**config.mk**
```make
export PLATFORM = sky130hd
export DESIGN_NAME = dmem_ctrl
export DESIGN_NICKNAME = d
export VERILOG_FILES = /design/src/rtl/dmem_ctrl.sv
export SDC_FILE = /design/constraint.sdc
export NUM_CORES = 1
export LEC_CHECK = 0
export CAP_MARGIN = 10
export CORE_ASPECT_RATIO = 1.5
export CORE_UTILIZATION = 35
export DETAILED_ROUTE_END_ITERATION = 7
export PLACE_DENSITY = 0.66
export SETUP_SLACK_MARGIN = 0.2
export SYNTH_ARGS = -nofsm -noshare
export SYNTH_HDL_FRONTEND = slang
export SYNTH_SLANG_ARGS = --single-unit
```
**constraint.sdc**
```tcl
create_clock -name clk -period 3.1 [get_ports clk]
set_input_delay 0.465 -clock clk [delete_from_list [all_inputs] [get_ports clk]]
set_output_delay 0.465 -clock clk [all_outputs]
set_load 0.05 [all_outputs]
```
**src/rtl/dmem_ctrl.sv**
```systemverilog
// Data-memory controller between the core MEM stage and a word-wide SRAM
// with byte enables. Steers byte/half/word accesses onto SRAM lanes, inserts
// WAIT_CYCLES wait states, interlocks the core through ackd_n, and flags
// misaligned accesses in sticky error state.
module dmem_ctrl #(
    parameter int ADDR_W      = 14,
    parameter int WAIT_CYCLES = 1
) (
    input  logic              clk,
    input  logic              rst_n,
    input  logic [31:0]       dad,
    input  logic [31:0]       ddt_w,
    output logic [31:0]       ddt_r,
    input  logic              mreq,
    input  logic              write,
    input  logic [1:0]        size,
    output logic              ackd_n,
    output logic              mem_en,
    output logic [3:0]        mem_we,
    output logic [ADDR_W-1:0] mem_addr,
    output logic [31:0]       mem_wdata,
    input  logic [31:0]       mem_rdata,
    output logic              misalign_err,
    output logic [31:0]       err_addr
);

    typedef enum logic [1:0] {S_IDLE, S_WAIT, S_ACCESS, S_DONE} state_t;

    localparam logic [3:0] WAIT_INIT = 4'(WAIT_CYCLES > 0 ? WAIT_CYCLES - 1 : 0);

    state_t            state_q;
    logic [ADDR_W+1:0] addr_q;
    logic [1:0]        size_q;
    logic              write_q;
    logic [31:0]       wdata_q;
    logic [3:0]        cnt_q;
    logic              mis_q;
    logic              err_q;
    logic [31:0]       err_addr_q;
    logic              mis_d;

    // Alignment check on the incoming request; size 11 is reserved and always rejected.
    always_comb begin
        mis_d = 1'b0;
        case (size)
            2'b00:   mis_d = (dad[1:0] != 2'b00);
            2'b01:   mis_d = dad[0];
            2'b10:   mis_d = 1'b0;
            default: mis_d = 1'b1;
        endcase
    end

    // Request FSM: capture, count wait states, one SRAM cycle, one completion cycle.
    always_ff @(posedge clk or negedge rst_n) begin
        if (!rst_n) begin
            state_q    <= S_IDLE;
            addr_q     <= '0;
            size_q     <= 2'b00;
            write_q    <= 1'b0;
            wdata_q    <= '0;
            cnt_q      <= 4'd0;
            mis_q      <= 1'b0;
            err_q      <= 1'b0;
            err_addr_q <= '0;
        end else begin
            case (state_q)
                S_IDLE: begin
                    if (mreq) begin
                        addr_q  <= dad[ADDR_W+1:0];
                        size_q  <= size;
                        write_q <= write;
                        wdata_q <= ddt_w;
                        mis_q   <= mis_d;
                        if (mis_d) begin
                            // err_addr keeps the first offender until reset
                            if (!err_q) err_addr_q <= dad;
                            err_q   <= 1'b1;
                            state_q <= S_DONE;
                        end else if (WAIT_CYCLES > 0) begin
                            cnt_q   <= WAIT_INIT;
                            state_q <= S_WAIT;
                        end else begin
                            state_q <= S_ACCESS;
                        end
                    end
                end
                S_WAIT: begin
                    if (cnt_q == 4'd0) state_q <= S_ACCESS;
                    else               cnt_q   <= cnt_q - 4'd1;
                end
                S_ACCESS: state_q <= S_DONE;
                default:  state_q <= S_IDLE;
            endcase
        end
    end

    // SRAM drive decodes only from state and captured request, so it is clean in ACCESS.
    always_comb begin
        mem_en    = 1'b0;
        mem_we    = 4'b0000;
        mem_wdata = '0;
        if (state_q == S_ACCESS) begin
            mem_en = 1'b1;
            if (write_q) begin
                case (size_q)
                    2'b10: begin
                        mem_we    = 4'b0001 << addr_q[1:0];
                        mem_wdata = {4{wdata_q[7:0]}};
                    end
                    2'b01: begin
                        mem_we    = addr_q[1] ? 4'b1100 : 4'b0011;
                        mem_wdata = {2{wdata_q[15:0]}};
                    end
                    default: begin
                        mem_we    = 4'b1111;
                        mem_wdata = wdata_q;
                    end
                endcase
            end
        end
    end

    // Load return: SRAM data arrives in DONE; right-align and zero-fill above the access size.
    always_comb begin
        ddt_r = '0;
        if (state_q == S_DONE && !write_q && !mis_q) begin
            case (size_q)
                2'b10:   ddt_r = {24'b0, 8'(mem_rdata >> {addr_q[1:0], 3'b000})};
                2'b01:   ddt_r = {16'b0, 16'(mem_rdata >> {addr_q[1], 4'b0000})};
                default: ddt_r = mem_rdata;
            endcase
        end
    end

    assign mem_addr     = addr_q[ADDR_W+1:2];
    assign ackd_n       = mreq & (state_q != S_DONE);
    assign misalign_err = err_q;
    assign err_addr     = err_addr_q;

endmodule

```
==> results <==
- The number of failing hold endpoints at the final stage came to 0.
- The power density normalized to cell area is 1110 mW/mm2.
- The H-tree depth is 3.
- Setup violations remaining at the end of the flow were counted as 0.
- The net count after synthesis is 531.
- Measured along the x axis, the die boundary spans 97.7 um.
- The initial utilization of the core area, before any placement, comes to 0.357.
- The first global-routing pass estimated 23500 um of wire.
- The endpoint arrival time on the critical path is 2.34 ns.
- Entering global routing, the biggest net connects 54 pins.
- Row generation in the floorplan step produced 52 rows.
- The standard cell core area is 0.0135 mm2.
- The checks that failed: design-rule violations.
- In the synthesized netlist the dominant register cell turns out to be sky130_fd_sc_hd__dfrtp_1.
- For the worst setup path, the data required time is 2.63 ns.
- After synthesis, the most frequently instantiated cells are sky130_fd_sc_hd__dfrtp_1 (91), sky130_fd_sc_hd__mux2_2 (82), sky130_fd_sc_hd__nor2_1 (47).
- In this run the tightest slew margin relative to its limit is 0.514.
- The per-cell via count in the routed design is 5.33.
- In this design, the stage delay of the slowest critical-path cell is 0.41 ns.
- The critical path in this run is classified as flip-flop to output port.
- The sink count of the clock tree is 91.
- The max-slew violation total from the final report is 0.
- The flow ran to the end, but the final reports show violations.
- During placement, the flow inserted port buffers numbering 218.
- The most used standard cell by instance count after synthesis is sky130_fd_sc_hd__dfrtp_1.
- In this run the static leakage power is 3.32 nW.
- Across every metal layer, demand over resource in global routing totals 0.214.
- The cell at the root of the clock tree is sky130_fd_sc_hd__clkbuf_16.
- Setup repair after global routing left no endpoint under its margin.
- Each instance of the synthesized netlist takes up on average 11.4 um2.
- Traced cell by cell, the critical path runs through inv_1 -> ha_1 -> buf_4 -> nand2b_1 -> a32o_1 -> buf_12.
- The number of violations of the max-capacitance limit is 0.
- The sum of routed wire length over all layers is 15100 um.
- For the worst flop-to-flop path, the logic depth is 6.
- STA classifies the critical path startpoint as a flip-flop.
- Pin placement for this block handled 219 I/O pins.
- The routed design could run at a clock period as short as 2.80 ns.
- The final instance area is 0.00787 mm2.
- The number of flip-flops and latches in the synthesized netlist is 91.
- The area share of the largest cell type after synthesis is 0.474.
- The worst clock skew on the final layout is 0.00567 ns.
- In this run, the number of DRC markers left after iteration 0 of detailed routing was 202.
- The number of antenna violations at the first check in global routing is 0.
- The largest voltage drop on the vdd net is 664 uV.
- The slowest stage of the critical path is the sky130_fd_sc_hd__ha_1 cell.
- The synthesized netlist contains 46 unique library cells.
- The total iterations of the first detailed-routing run is 8.
- Fill cells in the final layout number 1119.
- The synthesized instance count is 421.
- The most area-hungry cell type in the Yosys netlist is sky130_fd_sc_hd__dfrtp_1.
- The share of total power dissipated in combinational logic is 0.617.
- In this design, the largest share of critical-path delay is due to buffers and inverters.
- The count of nets left with antenna violations once routing finished came out at 0.
- In this run the cell area measured after placement is 0.00753 mm2.
- The number of clock buffers added by TritonCTS is 9.
- The clock slew seen by the registers of the worst setup and hold paths is 0.06 ns.
- Of the cells placed in the final design, the portion with a size suffix greater than 1 is 0.295.
- The number of vias after detailed routing is 4188.
- At the pin with the least slew margin, the transition time is 0.729 ns.
- The buffer depth of the longest clock path is 2.
- The via count of the first global-routing pass was 4523.
- The kind of capture point of the worst setup path is an output port.
- The end of the worst register-to-register path is misalign_err.
- The number of warning messages in the yosys log is 0.
- Of the total power, the clock network draws 0.130.
- The placed wire-length estimate is 11600 um.
- The net switching fraction of the power is 0.472.
- The floorplan step defined a die boundary enclosing 0.0142 mm2.
- Static timing analysis puts the maximum clock frequency at 357 MHz.
- The worst path buffer plus inverter count is 3.
- The clock tree from TritonCTS is yes.
- The height of the die is 145 um.
- In the final timing run, aggregate negative setup slack is 0 ns.
- The worst flop-to-flop path startpoint is state_q[1].
- The relative contribution of sequential cells to total power is 0.253.
- The number of antenna diodes is 0.
- Along the worst path, the maximum fanout reaches 20.
- The clock latency reported for the late side of the worst-skew pair is 0.34 ns.
- The number of flops mapped to enable cells by yosys is 0.
- For this run, the post-layout net count is 729.
- In the post-synthesis netlist, the biggest area contributors are sky130_fd_sc_hd__dfrtp_1 (47%), sky130_fd_sc_hd__mux2_2 (19%), sky130_fd_sc_hd__a22oi_1 (4.7%).
- Compared with the post-synthesis result, the final layout area differs by 63.8%.
- Overall power consumption after layout is estimated at 8.75 mW.
- After global routing the overflow that remains totals 0.
- The share of flip-flops with an asynchronous set or reset is 1.00.
- Dividing the detail-routed wire length by the instance count gives 19.2 um.
- The routability congestion estimate from global placement is 0.914.
- The cell area that synthesis handed to floorplanning was 0.00480 mm2.
- The portion of the clock cycle consumed by the worst path in the final layout is 0.904.
- The analysis attributes to net switching a power of 4.12 mW.
- For this run, design rule violations remaining after detail routing come to 40.
- The register-to-register path setup slack is 1.04 ns.
- The internal portion of the total power is 4.62 mW.
- Of the synthesized area, sequential elements account for 0.474.
- The count of hold-fix buffers inserted at cts is 0.
- The class of the tightest hold or removal check is input port to async pin.
worst reg2reg max path: stages, from the launching register on:
cell and delay, ns:
sky130_fd_sc_hd__dfrtp_1 0.39, sky130_fd_sc_hd__inv_1 0.08, sky130_fd_sc_hd__ha_1 0.28, sky130_fd_sc_hd__nand2_2 0.13, sky130_fd_sc_hd__buf_4 0.58, sky130_fd_sc_hd__nor3_1 0.16
sky130_fd_sc_hd__or2_2 0.32
cells in the final DEF (no fill, tap or decap), types with 3 or more instances in the layout:
master                            instances
sky130_fd_sc_hd__dfrtp_1                 91
sky130_fd_sc_hd__nand2b_1                 5
sky130_fd_sc_hd__buf_12                  52
sky130_fd_sc_hd__clkbuf_16                9
sky130_fd_sc_hd__clkdlybuf4s50_1        157
sky130_fd_sc_hd__nor2_1                  46
sky130_fd_sc_hd__inv_1                    9
sky130_fd_sc_hd__a22oi_1                 30
sky130_fd_sc_hd__mux2i_1                  9
sky130_fd_sc_hd__ha_1                     6
sky130_fd_sc_hd__o2bb2ai_1                8
sky130_fd_sc_hd__a21oi_1                 10
sky130_fd_sc_hd__a32o_1                   8
sky130_fd_sc_hd__nand3_1                  3
sky130_fd_sc_hd__and3_1                  24
sky130_fd_sc_hd__mux2_2                  82
sky130_fd_sc_hd__o21ai_0                  3
sky130_fd_sc_hd__nand2_1                  3
sky130_fd_sc_hd__buf_4                   20
sky130_fd_sc_hd__nor2b_1                  5
state kept, by name, summed over array words and instances (netlist names):
| register | count |
|---|---|
| err_addr | 32 |
| wdata_q | 32 |
| addr_q | 16 |
| cnt_q | 4 |
| size_q | 2 |
| state_q | 2 |
| mis_q | 1 |
| misalign_err | 1 |
| write_q | 1 |
power groups by stage:
stage	Sequential, mW	Clock (mW)	Combinational [mW]
after detailed placement	2.23	0	5.36
final	2.21	1.13	5.40
after CTS	2.21	1.17	5.39
after global routing	2.29	1.21	5.68
after floorplan	2.78	0	2.98
after global placement	2.20	0	5.27
cell families (layout without fill, tap and decap cells):
family,count (synthesis),after routing,share of synthesized area
compound gates,75,75,0.119
fa+ha+maj,8,8,0.0208
buf+inv,51,254,0.0570
flops,91,91,0.474
mux,92,92,0.213
simple gates,104,104,0.116
final cells by class:
| type | count | area (um2) | share of cell area |
|---|---|---|---|
| Clock buffer | 11 | 253 | 0.0321 |
| Timing Repair Buffer | 229 | 2760 | 0.351 |
| Tap cell | 162 | 203 | 0.0258 |
| Sequential cell | 91 | 2280 | 0.289 |
| Inverter | 9 | 33.8 | 0.00429 |
| Clock inverter | 5 | 60.1 | 0.00763 |
| Multi-Input combinational cell | 279 | 2280 | 0.290 |
through the flow:
stage / std cells / util / hold slack, ns / setup slack (ns)
after floorplan: 421 / - / 0.169 / 0.507
after global placement: 770 / 0.559 / 0.477 / 0.602
after detailed placement: 770 / 0.559 / 0.492 / 0.474
after CTS: 786 / 0.583 / 0.159 / 0.216
after global routing: 786 / 0.584 / 0.172 / 0.201
final: 786 / 0.584 / 0.137 / 0.297
worst max-delay path by stage:
stage / to / cells after the start / start
after detailed placement: ddt_r[13] / 6 / size_q[1]
final: ddt_r[7] / 6 / size_q[0]
after floorplan: mem_wdata[12] / 5 / state_q[0]
after global routing: ddt_r[7] / 6 / size_q[0]
after CTS: mem_wdata[28] / 6 / state_q[0]
after global placement: ddt_r[7] / 4 / write_q
what timing repair did:
| action | 4_1_cts | 5_1_grt |
|---|---|---|
| pin swaps | 0 | 0 |
| endpoints found under the setup margin | 8 | 41 |
| resized for setup | 1 | 5 |
| buffers inserted | 0 | 0 |
layer usage:
metal	global-route usage	wire, um	up-vias
li1	-	-	1913
met1	0.211	5160	2055
met2	0.408	8340	181
met3	0.0471	997	39
met4	0.116	576	0
met5	0	0	-
Power figures use the tool's default switching activity.
